==> config.mk <==
export PLATFORM = sky130hd
export DESIGN_NAME = axi_wr_arbiter
export DESIGN_NICKNAME = d
export VERILOG_FILES = /design/src/rtl/axi_wr_arbiter.sv
export SDC_FILE = /design/constraint.sdc
export NUM_CORES = 1
export LEC_CHECK = 0
export BUFFER_PORTS_ARGS = -buffer_cell sky130_fd_sc_hd__buf_4
export CORE_MARGIN = 3
export CORE_UTILIZATION = 42
export DETAILED_ROUTE_END_ITERATION = 7
export GPL_TIMING_DRIVEN = 0
export HOLD_SLACK_MARGIN = 0.06
export PLACE_DENSITY = 0.9
export SLEW_MARGIN = 20
export SYNTH_ARGS = -nofsm -noshare
export SYNTH_HDL_FRONTEND = slang
export SYNTH_SLANG_ARGS = --single-unit
==> constraint.sdc <==
create_clock -name clk -period 4.7 [get_ports clk]
set_clock_uncertainty 0.05 [all_clocks]
set_input_delay 0.94 -clock clk [delete_from_list [all_inputs] [get_ports clk]]
set_output_delay 0.94 -clock clk [all_outputs]
set_load 0.02 [all_outputs]
==> src/rtl/axi_wr_arbiter.sv <==
// Purpose : shares one axi_wr_master write engine between two burst requesters.
// Latency : request seen in IDLE cycle T -> ackN/m_wr_trig at T+1; m_wr_done at D -> doneN at D+1.
// Backpres: one burst in flight; new requests wait for IDLE, m_wr_ready and init_end.
//
// Build option: define WR_ARB_RR_EN for round-robin between simultaneous
// requests (port 0 wins the first contest after reset). Left undefined, port 0
// has fixed priority and the round-robin pointer is not built.
//
// Ports:
//   clk, rst_n              clock, asynchronous active-low reset
//   init_end                DDR2 initialisation complete; no grant while low
//   reqN/lenN/addrN/dataN   requester N: level request, beat count, address, write data
//   ackN/data_enN/doneN     requester N: request taken, data strobe, burst complete
//   busy                    a burst is being issued or is in flight
//   m_wr_*                  interface to the shared write master
module axi_wr_arbiter #(
    parameter int ADDR_WIDTH = 26,
    parameter int DATA_WIDTH = 32
) (
    input  logic                  clk,
    input  logic                  rst_n,
    input  logic                  init_end,
    input  logic                  req0,
    input  logic                  req1,
    input  logic [7:0]            len0,
    input  logic [7:0]            len1,
    input  logic [ADDR_WIDTH-1:0] addr0,
    input  logic [ADDR_WIDTH-1:0] addr1,
    input  logic [DATA_WIDTH-1:0] data0,
    input  logic [DATA_WIDTH-1:0] data1,
    output logic                  ack0,
    output logic                  ack1,
    output logic                  data_en0,
    output logic                  data_en1,
    output logic                  done0,
    output logic                  done1,
    output logic                  busy,
    output logic                  m_wr_trig,
    output logic [7:0]            m_wr_len,
    output logic [ADDR_WIDTH-1:0] m_wr_addr,
    output logic [DATA_WIDTH-1:0] m_wr_data,
    input  logic                  m_wr_data_en,
    input  logic                  m_wr_ready,
    input  logic                  m_wr_done
);

    typedef enum logic [1:0] {
        S_IDLE  = 2'd0,
        S_ISSUE = 2'd1,
        S_WAIT  = 2'd2
    } state_t;

    state_t                  state_q, state_d;
    logic                    grant_q, grant_d;
    logic                    ack0_q, ack0_d;
    logic                    ack1_q, ack1_d;
    logic                    done0_q, done0_d;
    logic                    done1_q, done1_d;
    logic                    trig_q, trig_d;
    logic [7:0]              len_q, len_d;
    logic [ADDR_WIDTH-1:0]   addr_q, addr_d;

    logic                    cand0, cand1;
    logic                    pick1;
    logic                    can_grant;
    logic [7:0]              win_len;
    logic [ADDR_WIDTH-1:0]   win_addr;

    // The requester still holds reqN during the cycle its ackN is showing.
    // Masking it here stops a zero-length request (which leaves us in IDLE)
    // from being taken a second time.
    assign cand0 = req0 & ~ack0_q;
    assign cand1 = req1 & ~ack1_q;

`ifdef WR_ARB_RR_EN
    logic last_q, last_d;   // 1: port 1 was the last port granted

    // Port 1 wins when alone, or when both ask and port 0 was served last.
    assign pick1 = cand1 & (~cand0 | ~last_q);
`else
    assign pick1 = cand1 & ~cand0;
`endif

    assign win_len   = pick1 ? len1  : len0;
    assign win_addr  = pick1 ? addr1 : addr0;
    assign can_grant = (state_q == S_IDLE) & init_end & m_wr_ready & (cand0 | cand1);

    always_comb begin
        state_d = state_q;
        grant_d = grant_q;
        len_d   = len_q;
        addr_d  = addr_q;
        ack0_d  = 1'b0;
        ack1_d  = 1'b0;
        done0_d = 1'b0;
        done1_d = 1'b0;
        trig_d  = 1'b0;
`ifdef WR_ARB_RR_EN
        last_d  = last_q;
`endif
        case (state_q)
            S_IDLE: begin
                if (can_grant) begin
                    ack0_d = ~pick1;
                    ack1_d = pick1;
`ifdef WR_ARB_RR_EN
                    last_d = pick1;
`endif
                    if (win_len == 8'd0) begin
                        // Nothing to move: acknowledge and complete at once,
                        // without waking the master.
                        done0_d = ~pick1;
                        done1_d = pick1;
                    end else begin
                        trig_d  = 1'b1;
                        grant_d = pick1;
                        len_d   = win_len;
                        addr_d  = win_addr;
                        state_d = S_ISSUE;
                    end
                end
            end
            S_ISSUE: begin
                state_d = S_WAIT;
            end
            S_WAIT: begin
                if (m_wr_done) begin
                    done0_d = ~grant_q;
                    done1_d = grant_q;
                    state_d = S_IDLE;
                end
            end
            default: begin
                state_d = S_IDLE;
            end
        endcase
    end

    always_ff @(posedge clk or negedge rst_n) begin
        if (!rst_n) begin
            state_q <= S_IDLE;
            grant_q <= 1'b0;
            ack0_q  <= 1'b0;
            ack1_q  <= 1'b0;
            done0_q <= 1'b0;
            done1_q <= 1'b0;
            trig_q  <= 1'b0;
            len_q   <= 8'd0;
            addr_q  <= '0;
        end else begin
            state_q <= state_d;
            grant_q <= grant_d;
            ack0_q  <= ack0_d;
            ack1_q  <= ack1_d;
            done0_q <= done0_d;
            done1_q <= done1_d;
            trig_q  <= trig_d;
            len_q   <= len_d;
            addr_q  <= addr_d;
        end
    end

`ifdef WR_ARB_RR_EN
    always_ff @(posedge clk or negedge rst_n) begin
        if (!rst_n) begin
            last_q <= 1'b1;
        end else begin
            last_q <= last_d;
        end
    end
`endif

    assign busy      = (state_q != S_IDLE);
    assign ack0      = ack0_q;
    assign ack1      = ack1_q;
    assign done0     = done0_q;
    assign done1     = done1_q;
    assign m_wr_trig = trig_q;
    assign m_wr_len  = len_q;
    assign m_wr_addr = addr_q;

    // Strobe and data path follow the held grant; nothing is steered in IDLE.
    assign data_en0  = m_wr_data_en & ~grant_q & busy;
    assign data_en1  = m_wr_data_en &  grant_q & busy;
    assign m_wr_data = grant_q ? data1 : data0;

endmodule

# Word-level counts from Yosys, hierarchy flattened
# Cells that the tools add are included.
# totals
input_bits,140
out_inout_bits,74
elab_cells,58
regBits,42
# op_classes
n_eq_ne,5
muxes,22
n_bitwise,17
n_reduce_logical,5
# op_table
cell,n
32-bit 2-to-1 mux,1
26-bit 2-to-1 mux,1
1-bit 2-to-1 mux,13
1-bit AND,10
8-bit logical NOT,1
8-bit 2-to-1 mux,1
2-bit 2-to-1 mux,3
"2-bit inequality test, second input constant",3
1-bit NOT,6
2-bit one-hot mux with 3 select lines,1
3-bit AND reduction,2
1-bit one-hot mux with 2 select lines,2
"2-bit by 1-bit equality test with 1-bit output, second input constant",1
"2-bit equality test, second input constant",1
2-bit logical NOT,1
2-bit nonzero test,1
1-bit OR,1

# Logic depth before layout (Yosys ltp)
# Gate-level depths: netlist (run 1).
# logic_depth
word_depth,9
mapped_depth,6
mapped_depth_nobuf,4

# Worst setup path before layout (run 1)
# No wires, ideal clock.
# synth_timing
path_kind,input -> register
start,input port req1
end,"register addr_q[14], in the netlist m_wr_addr[14]"
arrival_ns,2.414
cell_stages,6
slack_ns,2.111
setup_ns,0.125
cell_sequence,nor2b_1 -> buf_2 -> nand2_1 -> clkbuf_1 -> mux2_2 -> mux2_4
# synth_via
elab_chain_len,6
# synth_lines
item,line,source
"start, declared",24,"input logic req1,"
1-bit AND *,73,assign cand1 = req1 & ~ack1_q;
1-bit AND,81,assign pick1 = cand1 & ~cand0;
8-bit 2-to-1 mux,84,assign win_len = pick1 ? len1 : len0;
8-bit logical NOT,109,if (win_len == 8'd0) begin
1-bit NOT (no line),-,
3-bit AND reduction (no line),-,
"end signal, assigned",159,addr_q <= addr_d;
"end, declared",61,"logic [ADDR_WIDTH-1:0] addr_q, addr_d;"
# Every way passes the cells marked *; elsewhere a longest branch is shown, timed or not.
# A chain may end at the register's enable or synchronous reset.

# Worst setup path after layout (run 1)
# layout_timing
start,register grant_q
end,output port m_wr_data[16]
# layout_via
elab_chain_len,1
# layout_lines
item,line,source
"start, declared",54,"logic grant_q, grant_d;"
"start signal, assigned",152,grant_q <= grant_d;
32-bit 2-to-1 mux,185,assign m_wr_data = grant_q ? data1 : data0;
"end, declared",41,"output logic [DATA_WIDTH-1:0] m_wr_data,"
# No other way between the ends.

==> impl_results.rst, run 1 <==
.. list-table::
   :header-rows: 1

   * - Metric
     - Value
   * - Number of cells on the worst reg-to-reg path
     - 6
   * - Initial detailed-routing violation count
     - 29
   * - Part of the power in the clock network
     - 16.0%
   * - Overall fraction of global-route tracks in use
     - 22.1%
   * - Total number of nets in the final design
     - 548
   * - Clock latency of the later-clocked register in the worst-skew pair
     - 0.28 ns
   * - Most common library cells after synthesis
     - sky130_fd_sc_hd__mux2_2, sky130_fd_sc_hd__dfrtp_1, sky130_fd_sc_hd__mux2_4
   * - Maximum VDD drop
     - 0.267 mV
   * - Remaining routing DRC violations
     - 0
   * - Initial antenna violation count
     - 0
   * - Critical Path Fanout Max
     - 10
   * - Fmax
     - 0.331 GHz
   * - Switching power share of the total
     - 35.6%
   * - Std-Cell Core Area
     - 5960 µm²
   * - Antenna Diode Count
     - 0
   * - Via Count
     - 2355
   * - Required time of the critical path
     - 3.71 ns
   * - CP endpoint kind
     - output port
   * - Portion of synthesized cell area occupied by the leading cell type
     - 40.5%
   * - Width of the chip
     - 84.6 µm
   * - Syn Area/Cell
     - 13.8 µm²
   * - Clock Root Buffer
     - sky130_fd_sc_hd__clkbuf_8
   * - Longest Clk Path Bufs
     - 2
   * - Count of cell types in the netlist
     - 27
   * - Hold Path Sink
     - m_wr_addr[22]
   * - H-tree depth
     - 2
   * - Die ar.
     - 7160 µm²
   * - Syn_nets
     - 328
   * - Total negative slack
     - 0 ns
   * - Routed length per instance
     - 17.0 µm
   * - Slew Viols, Final
     - 0
   * - Most area-hungry cell type in the Yosys netlist
     - sky130_fd_sc_hd__dfrtp_1
   * - Final design utilization
     - 73.9%
   * - Drt via density
     - 4.87
   * - Worst flop-to-flop path startpoint
     - ack0
   * - Iteration count of the initial detailed-routing pass
     - 4
   * - Post-CTS setup buffer count
     - 0
   * - Number of flops mapped to enable cells by yosys
     - 0
   * - Hold Fails Final Rpt
     - 0
   * - Cell area after synthesis
     - 2600 µm²
   * - Post-CTS Resized
     - 0
   * - Part of the total power dissipated in combinational logic
     - 54.5%
   * - Net switching power of the design
     - 0.632 mW
   * - Share of post-route cells with drive strength above 1
     - 81.2%
   * - Synthesized netlist cell count
     - 188
   * - Status
     - finished clean
   * - Setup repair after global routing missed its margin
     - no
   * - Synth Warn #
     - 0
   * - Worst hold path startpoint
     - m_wr_addr[22]
   * - Sequential-to-total area share from yosys stat
     - 40.5%
   * - Relative slew slack
     - 61.6%
   * - Type of the setup path with the least slack
     - reg2out
   * - Count of buffers from port buffering
     - 213
   * - Number of cells on the worst hold path
     - 1
   * - Launching element type of the critical path
     - flip-flop
   * - Max-cap violations
     - 0
   * - Fill count
     - 437
   * - Starting density of the core
     - 43.6%
   * - Sequential power share
     - 29.5%
   * - Most used DFF post-synth
     - sky130_fd_sc_hd__dfrtp_1
   * - Count of clock tree sinks
     - 42
   * - Number of placement rows
     - 28
   * - IO Pins
     - 214
   * - Static power due to leakage
     - 2.19 nW
   * - Number of register bits inferred by synthesis
     - 42
   * - Largest net degree at the start of global routing
     - 43
   * - Worst Tran Pin Value
     - 0.576 ns
   * - Global-route wire length before repair
     - 12500 µm
   * - Hold Crit Class
     - reg2reg
   * - Final count of negative-setup-slack endpoints
     - 0
   * - Final WL
     - 8210 µm
   * - Power Dens Cells
     - 403 nW/µm²
   * - Proportion of register bits with asynchronous set or reset after synthesis
     - 100%
   * - Most common cell in the netlist
     - sky130_fd_sc_hd__mux2_2
   * - Cell internal pwr
     - 1.14 mW
   * - Largest cells by area after synthesis
     - sky130_fd_sc_hd__dfrtp_1, sky130_fd_sc_hd__mux2_2, sky130_fd_sc_hd__mux2_4, sky130_fd_sc_hd__buf_6, sky130_fd_sc_hd__a311oi_4
   * - DP Wirelength
     - 6800 µm
   * - Signal arrival time at the worst endpoint
     - 2.03 ns
   * - Total gr overflow
     - 0
   * - Post-layout min period
     - 3.02 ns
   * - Flop2flop setup slack
     - 2.34 ns
   * - TritonCTS clock tree
     - done
   * - Number of buffers inserted during clock tree synthesis
     - 5
   * - Post-route ant nets
     - 0
   * - Clock transition at the register clock pins on the worst setup and hold paths after CTS
     - 0.08 ns
   * - Global placement routability congestion
     - 0.908
   * - Post-CTS Hold Fix Bufs
     - 0
   * - Die span in y
     - 84.6 µm
   * - Via count of the first global-routing pass
     - 2508
   * - Area overhead of the layout relative to synthesis
     - 69.4%
   * - Crit share post-route
     - 64.3%
   * - Worst flop-to-flop path endpoint
     - m_wr_len[7]
==> layout by cell type (no fill, tap or decap), drive strengths merged <==
cell and n:
a21oi 1, inv 1, o21ai 3, a211oi 1, nand3 2, nor2b 2
a31oi 1, nand4 1, and4bb 1, nor3b 1, nand2b 1, buf 218
nand2 2, clkinvlp 1, bufinv 1, o21ba 1, dfrtp 42, and3 1
or4 4, mux2 101, a311oi 2, nor2 8, clkbuf 13
==> cell families (layout without fill, tap and decap cells) <==
| group | Yosys count | count (layout) | synth area share [%] |
|---|---|---|---|
| flip-flops | 42 | 42 | 40.5 |
| AO/OA/AOI/OAI | 9 | 9 | 3.52 |
| multiplexers | 101 | 101 | 48.0 |
| buffers and inverters | 13 | 234 | 2.84 |
| AND/OR/NAND/NOR | 23 | 23 | 5.20 |
==> critical path: stages, from the launching register on <==
cell,delay [ns]
sky130_fd_sc_hd__dfrtp_1,0.34
sky130_fd_sc_hd__clkbuf_1,0.38
sky130_fd_sc_hd__clkbuf_1,0.44
sky130_fd_sc_hd__mux2_2,0.42
sky130_fd_sc_hd__buf_4,0.16
==> registers in the layout (all words and copies together) (netlist names) <==
name / count
done0: 1
m_wr_trig: 1
state_q: 2
grant_q: 1
done1: 1
ack0: 1
m_wr_len: 8
m_wr_addr: 26
ack1: 1
==> how the worst max path moves through the flow <==
stage | from | endpoint | cells past startpoint
6_report | grant_q | m_wr_data[16] | 4
5_1_grt | grant_q | m_wr_data[16] | 4
4_1_cts | grant_q | m_wr_data[16] | 4
3_5_place_dp | req1 | m_wr_len[7] | 7
3_3_place_gp | req1 | m_wr_len[7] | 7
2_1_floorplan | req1 | m_wr_addr[14] | 6
==> layer usage <==
layer	GRT usage [%]	routed length (µm)	share of wire [%]	vias to the layer above
li1	-	-	-	1127
met1	23.1	2830	34	1104
met2	42.9	4590	56	114
met3	6.18	664	8.1	10
met4	5.61	129	1.6	0
met5	0	0	0	-
==> final cells by class <==
type	instances	area [µm²]	share of cell area, %
multi-input cells	133	1470	33.5
clock buffers	6	72.6	1.65
clock inverters	2	37.5	0.853
inverters	1	3.75	0.0853
flip-flops and latches	42	1050	23.9
plain buffers	12	70.1	1.59
repair buffers	213	1600	36.3
well taps	75	93.8	2.13
==> stage by stage <==
step	hold WS (ns)	total power, mW	instance area, µm²	cells	setup slack, ns
2_1_floorplan	0.419	1.07	2600	188	2.11
3_3_place_gp	0.442	1.49	4290	476	1.66
3_5_place_dp	0.443	1.51	4290	476	1.65
4_1_cts	0.468	1.79	4400	484	1.66
5_1_grt	0.487	1.86	4400	484	1.54
6_report	0.463	1.78	4400	484	1.68
==> power by group through the flow <==
stage | Sequential (mW) | Clock [mW] | Combinational [mW]
finish | 0.524 | 0.283 | 0.968
global route | 0.538 | 0.303 | 1.02
CTS | 0.525 | 0.289 | 0.980
detailed placement | 0.528 | 0 | 0.978
global placement | 0.524 | 0 | 0.962
floorplan | 0.645 | 0 | 0.423
No activity file was read; power rests on OpenSTA's default activity.
==> run 2: changes to the inputs <==
- CORE_UTILIZATION: 42 -> 39
- PLACE_DENSITY: 0.9 -> 0.85
- clock period: 4.7 -> 2.8 ns (I/O delays scaled with it)
==> impl_results.rst, run 2 (synthesized netlist as in run 1, its figures left out) <==
.. list-table::
   :header-rows: 1

   * - Metric
     - Value
   * - Global placement routability congestion
     - 0.843 (-7.2%)
   * - Total gr overflow
     - 0 (unchanged)
   * - # placed instances
     - 478 (+0.42%)
   * - Required time of the critical path
     - 2.19 ns (-1.52 ns)
   * - Remaining routing DRC violations
     - 0 (unchanged)
   * - Fmax
     - 0.392 GHz
   * - Crit share post-route
     - 91.2%
   * - Longest Clk Path Bufs
     - 2 (unchanged)
   * - Share of post-route cells with drive strength above 1
     - 81.7% (+0.49 points)
   * - Critical Path Fanout Max
     - 10 (unchanged)
   * - Filler-free cell count of the finished design
     - 486 (+0.41%)
   * - Initial antenna violation count
     - 0 (unchanged)
   * - PnR Total Power
     - 2.93 mW (+65%)
   * - Post-CTS setup buffer count
     - 0 (unchanged)
   * - Clock latency of the later-clocked register in the worst-skew pair
     - 0.29 ns (about the same)
   * - Signal arrival time at the worst endpoint
     - 1.94 ns (-0.09 ns)
   * - Final design utilization
     - 68.7% (-5.2 points)
   * - Static power due to leakage
     - 2.18 nW (about the same)
   * - Number of placement rows
     - 29 (+3.6%)
   * - Setup repair after global routing missed its margin
     - no
   * - Fill count
     - 494 (+13%)
   * - Hold Fails Final Rpt
     - 0 (unchanged)
   * - IO Pins
     - 214 (unchanged)
   * - Drt via density
     - 4.95 (+1.7%)
   * - H-tree depth
     - 2 (unchanged)
   * - Width of the chip
     - 87.6 µm (+3.5%)
   * - Antenna Diode Count
     - 0 (unchanged)
   * - Post-CTS Hold Fix Bufs
     - 0 (unchanged)
   * - Die span in y
     - 87.6 µm (+3.5%)
   * - Clock Root Buffer
     - sky130_fd_sc_hd__clkbuf_8
   * - Max FFs per register
     - 26 (unchanged)
   * - Type of the setup path with the least slack
     - reg2out
   * - Hold Crit Class
     - in2async
   * - Std-Cell Core Area
     - 6390 µm² (+7.2%)
   * - Starting density of the core
     - 40.7% (-2.9 points)
   * - Maximum VDD drop
     - 0.477 mV (+79%)
   * - Overall fraction of global-route tracks in use
     - 20.9% (-1.2 points)
   * - Worst flop-to-flop path startpoint
     - ack0
   * - Power Dens Cells
     - 668 nW/µm² (+66%)
   * - Final setup margin
     - 0.247 ns (-1.43 ns)
   * - Final count of negative-setup-slack endpoints
     - 0 (unchanged)
   * - Via count of the first global-routing pass
     - 2538 (+1.2%)
   * - Worst setup slack after placement
     - 0.0621 ns (-1.58 ns)
   * - Global-route wire length before repair
     - 12300 µm (-1.7%)
   * - Number of buffers inserted during clock tree synthesis
     - 5 (unchanged)
   * - Clock transition at the register clock pins on the worst setup and hold paths after CTS
     - 0.08 ns (about the same)
   * - Count of buffers from port buffering
     - 213 (unchanged)
   * - Max-cap violations
     - 0 (unchanged)
   * - Area overhead of the layout relative to synthesis
     - 69.0%
   * - Die ar.
     - 7680 µm² (+7.1%)
   * - Via Count
     - 2405 (+2.1%)
   * - Largest net degree at the start of global routing
     - 43 (unchanged)
   * - Relative slew slack
     - 58.3% (-3.3 points)
   * - Post-route ant nets
     - 0 (unchanged)
   * - Count of clock tree sinks
     - 42 (unchanged)
   * - Slew Viols, Final
     - 0 (unchanged)
   * - TritonCTS clock tree
     - done
   * - Routed length per instance
     - 17.7 µm (+4.2%)
   * - Launching element type of the critical path
     - flip-flop
   * - Final WL
     - 8590 µm (+4.6%)
   * - Initial detailed-routing violation count
     - 50 (+72%)
   * - Most common cell after layout, fill and taps aside
     - sky130_fd_sc_hd__buf_4
   * - Status
     - finished clean
   * - Total number of nets in the final design
     - 548 (unchanged)
   * - DP Wirelength
     - 7060 µm (+3.8%)
   * - Total negative slack
     - 0 ns (unchanged)
   * - Worst Tran Pin Value
     - 0.625 ns (+0.0490 ns)
   * - Post-CTS Resized
     - 0 (unchanged)
   * - Iteration count of the initial detailed-routing pass
     - 4 (unchanged)
   * - Setup crit start
     - grant_q
   * - CP endpoint kind
     - output port
   * - Most used cells in the layout excluding fill and tap cells
     - sky130_fd_sc_hd__buf_4, sky130_fd_sc_hd__mux2_2, sky130_fd_sc_hd__dfrtp_1
   * - Post-layout min period
     - 2.55 ns
## run 2: cell count changes in the layout (fill, tap and decap cells not counted), sizes merged
cell / change
clkinv: +1
bufinv: -1
## run 2: report_power, final
part | internal, mW | leakage [nW] | switching (mW)
sequential | 0.778 | 0.507 | 0.102
combinational | 0.876 | 1.63 | 0.758
clock | 0.198 | 0.0472 | 0.219
## run 2: per-layer routing
metal / global-route usage [%] / vias up / wire, µm
met5: 0 / - / 0
li1: - / 1126 / -
met1: 21.2 / 1137 / 2890
met3: 6.21 / 14 / 825
met2: 40.4 / 128 / 4690
met4: 6.56 / 0 / 180
## run 2: worst max-delay path, stage by stage, from the launching register on
cell and delay, ns:
sky130_fd_sc_hd__dfrtp_1 0.34, sky130_fd_sc_hd__clkbuf_1 0.36, sky130_fd_sc_hd__clkbuf_1 0.40, sky130_fd_sc_hd__mux2_2 0.39
sky130_fd_sc_hd__buf_4 0.16
## run 2: area by class of cell
type / instances / area [µm²] / share of cell area, %
buffer: 12 / 71.3 / 1.62
clock buffer: 6 / 82.6 / 1.88
clock inverter: 2 / 12.5 / 0.285
inverter: 1 / 3.75 / 0.0855
multi-input combinational: 133 / 1470 / 33.6
sequential: 42 / 1050 / 23.9
tap: 77 / 96.3 / 2.19
timing repair buffer: 213 / 1600 / 36.4
## run 2: stage by stage
step	cell area, µm²	hold slack (ns)
3_5_place_dp	4290	0.444
6_report	4390	0.190
5_1_grt	4390	0.218
3_3_place_gp	4290	0.442
4_1_cts	4390	0.201
2_1_floorplan	2600	0.214
## run 2: path summary, 6_finish.rpt
check,slack [ns],cells past startpoint,endpoint
min in group clk,0.47,1,done1
max reg2reg,0.41,6,m_wr_len[7]
max in group asynchronous,2.15,1,ack1
max,0.25,4,m_wr_data[26]
min reg2reg,0.47,1,done1
min,0.19,1,m_wr_addr[6]
